<file path="src/rtl/dac_pkg.sv">
// ============================================================================
// dac_pkg : shared types and helpers for the DAC SPI transmitter
// Revision: 1.0
// ============================================================================
`default_nettype none

package dac_pkg;

  localparam int FRAME_BITS = 24;

`ifdef DAC_LDAC_EN
  typedef enum logic [1:0] {
    S_IDLE  = 2'd0,
    S_SHIFT = 2'd1,
    S_GAP   = 2'd2,
    S_LDAC  = 2'd3
  } dac_state_t;
`else
  typedef enum logic [1:0] {
    S_IDLE  = 2'd0,
    S_SHIFT = 2'd1,
    S_GAP   = 2'd2
  } dac_state_t;
`endif

  // Two's complement to offset binary: flipping the sign bit maps -32768..32767 onto 0..65535.
  function automatic logic [15:0] to_offset_binary(input logic signed [15:0] v);
    return {~v[15], v[14:0]};
  endfunction

endpackage

`default_nettype wire

</file>
<file path="src/rtl/sclk_tick_gen.sv">
// ============================================================================
// sclk_tick_gen : one-cycle tick every CLK_DIV clocks while enabled
// Revision: 1.0
// ============================================================================
`default_nettype none

module sclk_tick_gen #(
  parameter int unsigned CLK_DIV = 2
) (
  input  logic clk,
  input  logic rst_n,
  input  logic en_i,
  output logic tick_o
);

  localparam int CNT_W = (CLK_DIV > 1) ? $clog2(CLK_DIV) : 1;

  logic [CNT_W-1:0] cnt_q;

  assign tick_o = en_i && (cnt_q == CNT_W'(CLK_DIV - 1));

  always_ff @(posedge clk or negedge rst_n) begin
    if (!rst_n) begin
      cnt_q <= '0;
    end else if (!en_i || tick_o) begin
      cnt_q <= '0;
    end else begin
      cnt_q <= cnt_q + 1'b1;
    end
  end

endmodule

`default_nettype wire

</file>
<file path="src/rtl/dac_spi_tx.sv">
// ============================================================================
// dac_spi_tx : serialises 16-bit samples into 24-bit SPI mode-0 DAC frames
// Optional LDAC strobe after each frame: define DAC_LDAC_EN
// Revision: 1.0
// ============================================================================
`default_nettype none

module dac_spi_tx
  import dac_pkg::*;
#(
  parameter int unsigned CLK_DIV = 2,
  parameter int unsigned CS_GAP  = 2,
  parameter logic [7:0]  CMD     = 8'h30,
  parameter int unsigned LDAC_W  = 2
) (
  input  logic        clk,
  input  logic        rst_n,
  input  logic [15:0] value,
  input  logic        valid,
  output logic        ready,
  output logic        dac_cs_n,
  output logic        dac_sclk,
`ifdef DAC_LDAC_EN
  output logic        dac_ldac_n,
`endif
  output logic        dac_mosi
);

  // One counter serves both the CS gap and the LDAC pulse, so size it for the larger.
  localparam int unsigned WAIT_MAX = (CS_GAP > LDAC_W) ? CS_GAP : LDAC_W;
  localparam int          WAIT_W   = $clog2(WAIT_MAX + 1);

  dac_state_t              state_q;
  logic [FRAME_BITS-1:0]   frame_q;
  logic [4:0]              bit_cnt_q;
  logic [WAIT_W-1:0]       wait_cnt_q;
  logic                    sclk_q;
  logic                    cs_n_q;
  logic                    ready_q;
  logic                    sclk_tick;
`ifdef DAC_LDAC_EN
  logic                    ldac_n_q;
`endif

  sclk_tick_gen #(
    .CLK_DIV (CLK_DIV)
  ) u_tick (
    .clk    (clk),
    .rst_n  (rst_n),
    .en_i   (state_q == S_SHIFT),
    .tick_o (sclk_tick)
  );

  always_ff @(posedge clk or negedge rst_n) begin
    if (!rst_n) begin
      state_q    <= S_IDLE;
      frame_q    <= '0;
      bit_cnt_q  <= '0;
      wait_cnt_q <= '0;
      sclk_q     <= 1'b0;
      cs_n_q     <= 1'b1;
      ready_q    <= 1'b1;
`ifdef DAC_LDAC_EN
      ldac_n_q   <= 1'b1;
`endif
    end else begin
      case (state_q)
        S_IDLE: begin
          if (valid && ready_q) begin
            frame_q   <= {CMD, to_offset_binary(value)};
            bit_cnt_q <= 5'(FRAME_BITS - 1);
            cs_n_q    <= 1'b0;
            sclk_q    <= 1'b0;
            ready_q   <= 1'b0;
            state_q   <= S_SHIFT;
          end
        end

        S_SHIFT: begin
          if (sclk_tick) begin
            if (!sclk_q) begin
              sclk_q <= 1'b1;
            end else begin
              // Zeros shift in, so MOSI is already low once the last bit leaves.
              sclk_q  <= 1'b0;
              frame_q <= {frame_q[FRAME_BITS-2:0], 1'b0};
              if (bit_cnt_q == 5'd0) begin
                cs_n_q     <= 1'b1;
                wait_cnt_q <= '0;
                state_q    <= S_GAP;
              end else begin
                bit_cnt_q <= bit_cnt_q - 5'd1;
              end
            end
          end
        end

        S_GAP: begin
          if (wait_cnt_q == WAIT_W'(CS_GAP - 1)) begin
            wait_cnt_q <= '0;
`ifdef DAC_LDAC_EN
            ldac_n_q   <= 1'b0;
            state_q    <= S_LDAC;
`else
            ready_q    <= 1'b1;
            state_q    <= S_IDLE;
`endif
          end else begin
            wait_cnt_q <= wait_cnt_q + 1'b1;
          end
        end

`ifdef DAC_LDAC_EN
        S_LDAC: begin
          if (wait_cnt_q == WAIT_W'(LDAC_W - 1)) begin
            wait_cnt_q <= '0;
            ldac_n_q   <= 1'b1;
            ready_q    <= 1'b1;
            state_q    <= S_IDLE;
          end else begin
            wait_cnt_q <= wait_cnt_q + 1'b1;
          end
        end
`endif

        default: begin
          state_q <= S_IDLE;
        end
      endcase
    end
  end

  assign ready      = ready_q;
  assign dac_cs_n   = cs_n_q;
  assign dac_sclk   = sclk_q;
  assign dac_mosi   = frame_q[FRAME_BITS-1];
`ifdef DAC_LDAC_EN
  assign dac_ldac_n = ldac_n_q;
`endif

endmodule

`default_nettype wire
</file>
<file path="config.mk">
export PLATFORM = sky130hd
export DESIGN_NAME = dac_spi_tx
export DESIGN_NICKNAME = d
export VERILOG_FILES = /design/src/rtl/dac_pkg.sv /design/src/rtl/sclk_tick_gen.sv /design/src/rtl/dac_spi_tx.sv
export SDC_FILE = /design/constraint.sdc
export NUM_CORES = 1
export LEC_CHECK = 0
export BUFFER_PORTS_ARGS = -buffer_cell sky130_fd_sc_hd__clkbuf_2
export CORE_MARGIN = 8
export CORE_UTILIZATION = 30
export CTS_CLUSTER_DIAMETER = 80
export CTS_CLUSTER_SIZE = 12
export DETAILED_ROUTE_END_ITERATION = 8
export PLACE_DENSITY = 0.52
export SYNTH_ARGS = -nofsm -noshare
export SYNTH_HDL_FRONTEND = slang
export SYNTH_SLANG_ARGS = --single-unit
export TNS_END_PERCENT = 30
</file>
<file path="constraint.sdc">
create_clock -name clk -period 2.2 [get_ports clk]
set_input_delay 0.11 -clock clk [delete_from_list [all_inputs] [get_ports clk]]
set_output_delay 0.11 -clock clk [all_outputs]
set_load 0.02 [all_outputs]
</file>
Yosys cells after proc, flatten, opt, wreduce, memory -nomap -nowiden

Index checks and enable logic that the tools add are counted.

Add/sub/neg operators: 3
Equality and inequality tests: 9
Muxes and demuxes: 31
Bitwise logic cells: 1
Reductions and logical operators: 16

Operators by type and width:

| operator            | count |
|---|---|
| $mux 24             | 3 |
| $pmux 24 s2         | 1 |
| $mux 5              | 4 |
| $mux 2              | 9 |
| $reduce_and 5->1    | 3 |
| $ne 2x2->1 const B  | 6 |
| $pmux 5 s2          | 1 |
| $mux 1              | 8 |
| $reduce_and 4->1    | 2 |
| $pmux 1 s2          | 3 |
| $pmux 2 s3          | 1 |
| $reduce_and 3->1    | 2 |
| $reduce_bool 2->1   | 3 |
| $logic_not 5->1     | 1 |
| $sub 5x1->5 const B | 1 |
| $eq 2x1->1 const B  | 2 |
| $pmux 2 s2          | 1 |
| $add 2x1->2 const B | 1 |
| $eq 2x2->1 const B  | 1 |
| $logic_and 1x1->1   | 2 |
| $logic_not 2->1     | 1 |
| $add 1x1->1 const B | 1 |
| $logic_not 1->1     | 1 |
| $logic_or 1x1->1    | 1 |
| $not 1->1           | 1 |

Bits in registers: 37
Input port bits: 19
Output and inout port bits: 4
Word-level logic and storage cells: 68

Depth between registers and ports, before layout

Word-level depth: 5
Mapped depth: 6
Depth with buffers taken out: 6

Modules after synthesis

A second synthesis with hierarchy kept.

Cell total of the unflattened synthesis: 173
Area total of the unflattened synthesis: 1702.9 um^2

By module, submodules not included:

| module        | times used | cells each | area an instance (um^2) |
|---|---|---|---|
| dac_spi_tx    | 1          | 170        | 1661.6 |
| sclk_tick_gen | 1          | 3          | 41.3 |

Least setup slack after synthesis

OpenSTA, ideal clock, no wires.

Kind: register to register
From: register bit_cnt_q[0]
To: register wait_cnt_q[1]
Data arrival time: 1352 ps
Path slack: 728 ps
Cell stages (with the launch flop): 7
Period minus slack after synthesis: 1472 ps
Path through: dfrtp_1 inv_1 ha_1 or3b_1 nor3_2 nand2_1 and3_1

Word-level cells in the longest chain between the ends: 3

Ends and longest elaborated chain:

| item                       | RTL line          | RTL |
|---|---|---|
| from (decl)                | dac_spi_tx.sv:35  | `logic [4:0] bit_cnt_q;` |
| from (signal assigned)     | dac_spi_tx.sv:71  | `bit_cnt_q <= 5'(FRAME_BITS - 1);` |
| from (signal assigned)     | dac_spi_tx.sv:92  | `bit_cnt_q <= bit_cnt_q - 5'd1;` |
| $logic_not 5->1            | dac_spi_tx.sv:87  | `if (bit_cnt_q == 5'd0) begin` |
| $ne 2x2->1 (no line)       | --                |  |
| $reduce_and 4->1 (no line) | --                |  |
| to (signal assigned)       | dac_spi_tx.sv:109 | `wait_cnt_q <= wait_cnt_q + 1'b1;` |
| to (decl)                  | dac_spi_tx.sv:36  | `logic [WAIT_W-1:0] wait_cnt_q;` |

Every way passes these cells.
A chain may end at the register's enable or synchronous reset.

Worst setup path in the final report

From: register state_q[0]
To: register frame_q[8]

Word-level cells in the longest chain between the ends: 4
Elaborated cells between the ends (all ways): 9
Classes of those cells: eq/ne (4); mux (1); reduce/logical (4)

Ends and longest elaborated chain:

| item                       | RTL line                           | RTL |
|---|---|---|
| from (decl)                | dac_spi_tx.sv:33                   | `dac_state_t state_q;` |
| from (signal assigned)     | dac_spi_tx.sv:56                   | `state_q <= S_IDLE;` |
| from (signal assigned)     | dac_spi_tx.sv:75                   | `state_q <= S_SHIFT;` |
| from (signal assigned)     | dac_spi_tx.sv:90                   | `state_q <= S_GAP;` |
| $eq 2x1->1                 | dac_spi_tx.sv:50, dac_spi_tx.sv:67 |  |
| $logic_and 1x1->1          | sclk_tick_gen.sv:20                | `assign tick_o = en_i && (cnt_q == CNT_W'(CLK_DIV - 1));` |
| $ne 2x2->1 (no line)       | --                                 |  |
| $reduce_and 4->1 (no line) | --                                 |  |
| to (signal assigned)       | dac_spi_tx.sv:70                   | `frame_q <= {CMD, to_offset_binary(value)};` |
| to (signal assigned)       | dac_spi_tx.sv:86                   | `frame_q <= {frame_q[FRAME_BITS-2:0], 1'b0};` |
| to (decl)                  | dac_spi_tx.sv:34                   | `logic [FRAME_BITS-1:0] frame_q;` |

Several ways; a longest one is shown, not always the timed one.

==> impl_metrics.yaml <==
status:
  status: "complete, no violations"
logic_synthesis:
  synth_xor_area_share_pct: 0
  synth_compound_area_share_pct: 15.3
  yosys.area_share.simple_pct: 25.4
  synth_area_leaders: "dfrtp_1, nand2_1, a31oi_1, nor2_1, dfstp_2"
  synth_top_family_by_area: "simple AND/OR/NAND/NOR gates"
  synth.cell_area_um2: 1760
  synthArstFlopShare_pct: 100
  ys_seq_elements: 37
  ys_seq_area_share_pct: 52.7
  yosysWarnings: 0
  synth-edff-count: 0
  synth_flop_cell: "dfrtp_1"
  synth_nets: 196
  syn_inst: 176
  synth_area_leader_cell: "dfrtp_1"
  synth_cell_type_count: 34
  synth_mux_area_share_pct: 0
  synth_adder_area_share_pct: 0.711
  synth_top_area_share_pct: 49.8
  synth_area_per_cell_um2: 10.0
timing:
  rsz0062_at_grt: "no"
  tightest_slew_ps: 915
  setup_ws_ps: 521
  hold_viol: 0
  fin_setup_tns_ps: 0
  max_slew_margin_pct: 39.0
  report.final.setup_viol: 0
  fin_crit_sh_pct: 76.3
  fmax_ghz: 0.595
  drv_slew: 0
  layout_min_cycle_time_ps: 1680
  fin_worst_skew_ps: 4.47
clock_network:
  clk_pin_slew_worst_paths_ps: 70
  clkSinkCount: 37
  post_cts_buffers: 0
  post_cts_resized: 0
  root_buffer: "clkbuf_8"
  cts_buffer_depth: 2
  insertion_delay_ps: 280
  cts_tree: "built"
  cts-htree-levels: 2
  cts_buffers: 5
layout:
  utilization_pct: 35.2
  n_antenna_cell: 0
  layout.nets: 220
  final_area_um2: 2030
  drive_gt1_share_pct: 22.5
  area_delta_synth_final_pct: 15.4
place:
  post_dp_cell_area_um2: 1920
  dp_hpwl_mm: 2.44
  portBuffers: 22
  place.gp.congestion: 0.725
  dpl_worst_slack_ps: 501
power:
  p_clk_share_pct: 20.3
  power_density_nw_per_um2: 1350
  switching_share_pct: 37.0
  p_switching_uw: 1020
  internal_power_uw: 1730
  power_frac_seq_pct: 43.0
  leakagePower_uw: 0.000949
  p_comb_share_pct: 36.7
  ir_drop_mv: 0.520
die:
  row_count: 28
  dieHeight_um: 92.6
  die_area_um2: 8580
  coreArea_um2: 5780
  start_util_pct: 30.5
  die_w_um: 92.6
  num_io_pins: 23
critical_path:
  critPathMaxFanout: 17
  cp-end-kind: "flop"
  crit_arrival_ps: 1890
  cp-start-kind: "flop"
  reg2reg_from: "state_q[0]"
  r2r_end: "frame_q[8]"
  cp.required_ps: 2410
  crit_end: "frame_q[8]"
  regToRegSetupSlack_ps: 520
  crit_type: "reg -> reg"
  reg2reg_depth: 5
  worstSetupStartpoint: "state_q[0]"
worst_hold_path:
  hold_depth: 2
  hold_path_class: "in -> reg"
grt:
  grt_util_all_layers_pct: 8.92
  grt_overflow: 0
  grt_pass1_wl_mm: 6.08
  grt_antenna_before_repair: 0
  grt_max_degree: 38
  grt_pass1_vias: 1312
route:
  drtAntennaViolNets: 0
  drt_first_iter_violations: 50
  viasPerCell: 4.61
  drc: 0
  wl_per_cell_um: 12.4
  drtPass1Iterations: 4
  drt-total-wl_mm: 3.42
  vias: 1267
job:
  drv_cap: 0
[power groups by stage]
stage / clock network, uW / logic [uW] / registers [uW]
after floorplan: 0 / 858 / 1160
after global placement: 0 / 1020 / 1190
after detailed placement: 0 / 1030 / 1200
after CTS: 582 / 1040 / 1180
after global routing: 609 / 1180 / 1220
final: 559 / 1010 / 1180
[placed cells by master, fill, tap and decap left out]
cell type and n:
a211oi_1 1, a21o_1 1, a21oi_1 6, a22o_1 6
a22oi_4 1, a31oi_1 16, and3_1 3, and4b_1 1
and4bb_4 1, buf_4 4, bufinv_16 1, clkbuf_2 22
clkbuf_8 5, clkinv_2 1, dfrtp_1 35, dfstp_2 2
dlygate4sd3_1 1, ha_1 1, inv_1 7, nand2_1 38
nand2_2 1, nand3_1 1, nand4b_4 1, nand4bb_4 1
nor2_1 20, nor2_8 1, nor2b_1 3, nor3_1 2
nor3_2 2, nor3b_1 1, nor4b_4 1, o21ai_0 8
o21ai_1 2, or2_2 1, or2b_1 1, or3b_1 1
[worst max-delay path, cell delays in order, from the launching register on]
cell and delay, ps:
dfrtp_1 550, nand4bb_4 360, nand2_2 280, buf_4 240, nor2_1 50, a31oi_1 130
[repair_timing]
action / CTS / global route
setup endpoints to repair: 0 / 0
endpoints found under the hold margin: 35 / 0
hold buffers: 1 / 0
[cell families after synthesis]
group                      count (synthesis)
and+or+nand+nor                           80
adders and majority gates                  1
AOI/OAI and AO/OA                         41
buffers and inverters                     17
DFF                                       37
[stage by stage]
stage | power (uW) | std cells | hold slack, ps
2_1_floorplan | 2020 | 176 | -186
3_3_place_gp | 2210 | 267 | 302
3_5_place_dp | 2230 | 267 | 304
4_1_cts | 2800 | 275 | 39.8
5_1_grt | 3010 | 275 | 50.3
6_report | 2750 | 275 | 50.7
[synthesized netlist by cell type, types with 2 or more instances]
master	instances
nand2_1	38
dfrtp_1	35
nor2_1	20
a31oi_1	16
o21ai_0	8
inv_1	7
a21oi_1	6
a22o_1	6
and3_1	3
buf_2	3
buf_4	3
buf_6	3
nor2b_1	3
dfstp_2	2
nor3_1	2
nor3_2	2
o21ai_1	2
[area by class of cell]
class / instances / area (um^2)
sequential: 37 / 928
timing repair buffer: 27 / 150
tap: 75 / 93.8
inverter: 7 / 26.3
clock inverter: 2 / 35.0
clock buffer: 5 / 68.8
fill: 611 / 3750
multi-input combinational: 122 / 729
[per-layer routing]
metal	GRT usage [%]	vias to the layer above	wire [um]
li1	-	649	-
met4	4.03	0	65
met5	0	-	0
met2	13.9	19	1540
met1	11.2	593	1690
met3	2.51	6	128
[how the worst min path moves through the flow]
stage	start	to	slack, ps
after detailed placement	rst_n	dac_sclk	300
after global routing	value[0]	frame_q[0]	50
after CTS	value[6]	frame_q[6]	40
after global placement	rst_n	dac_sclk	300
final	value[0]	frame_q[0]	50
after floorplan	rst_n	bit_cnt_q[0]	-190
[sequential cells by signal (all words and copies together) (netlist names)]
register	cells
dac_sclk	1
ready	1
u_tick.cnt_q	1
state_q	2
bit_cnt_q	5
wait_cnt_q	2
dac_cs_n	1
frame_q	24
Note: power is estimated with default switching activity, not from simulation.
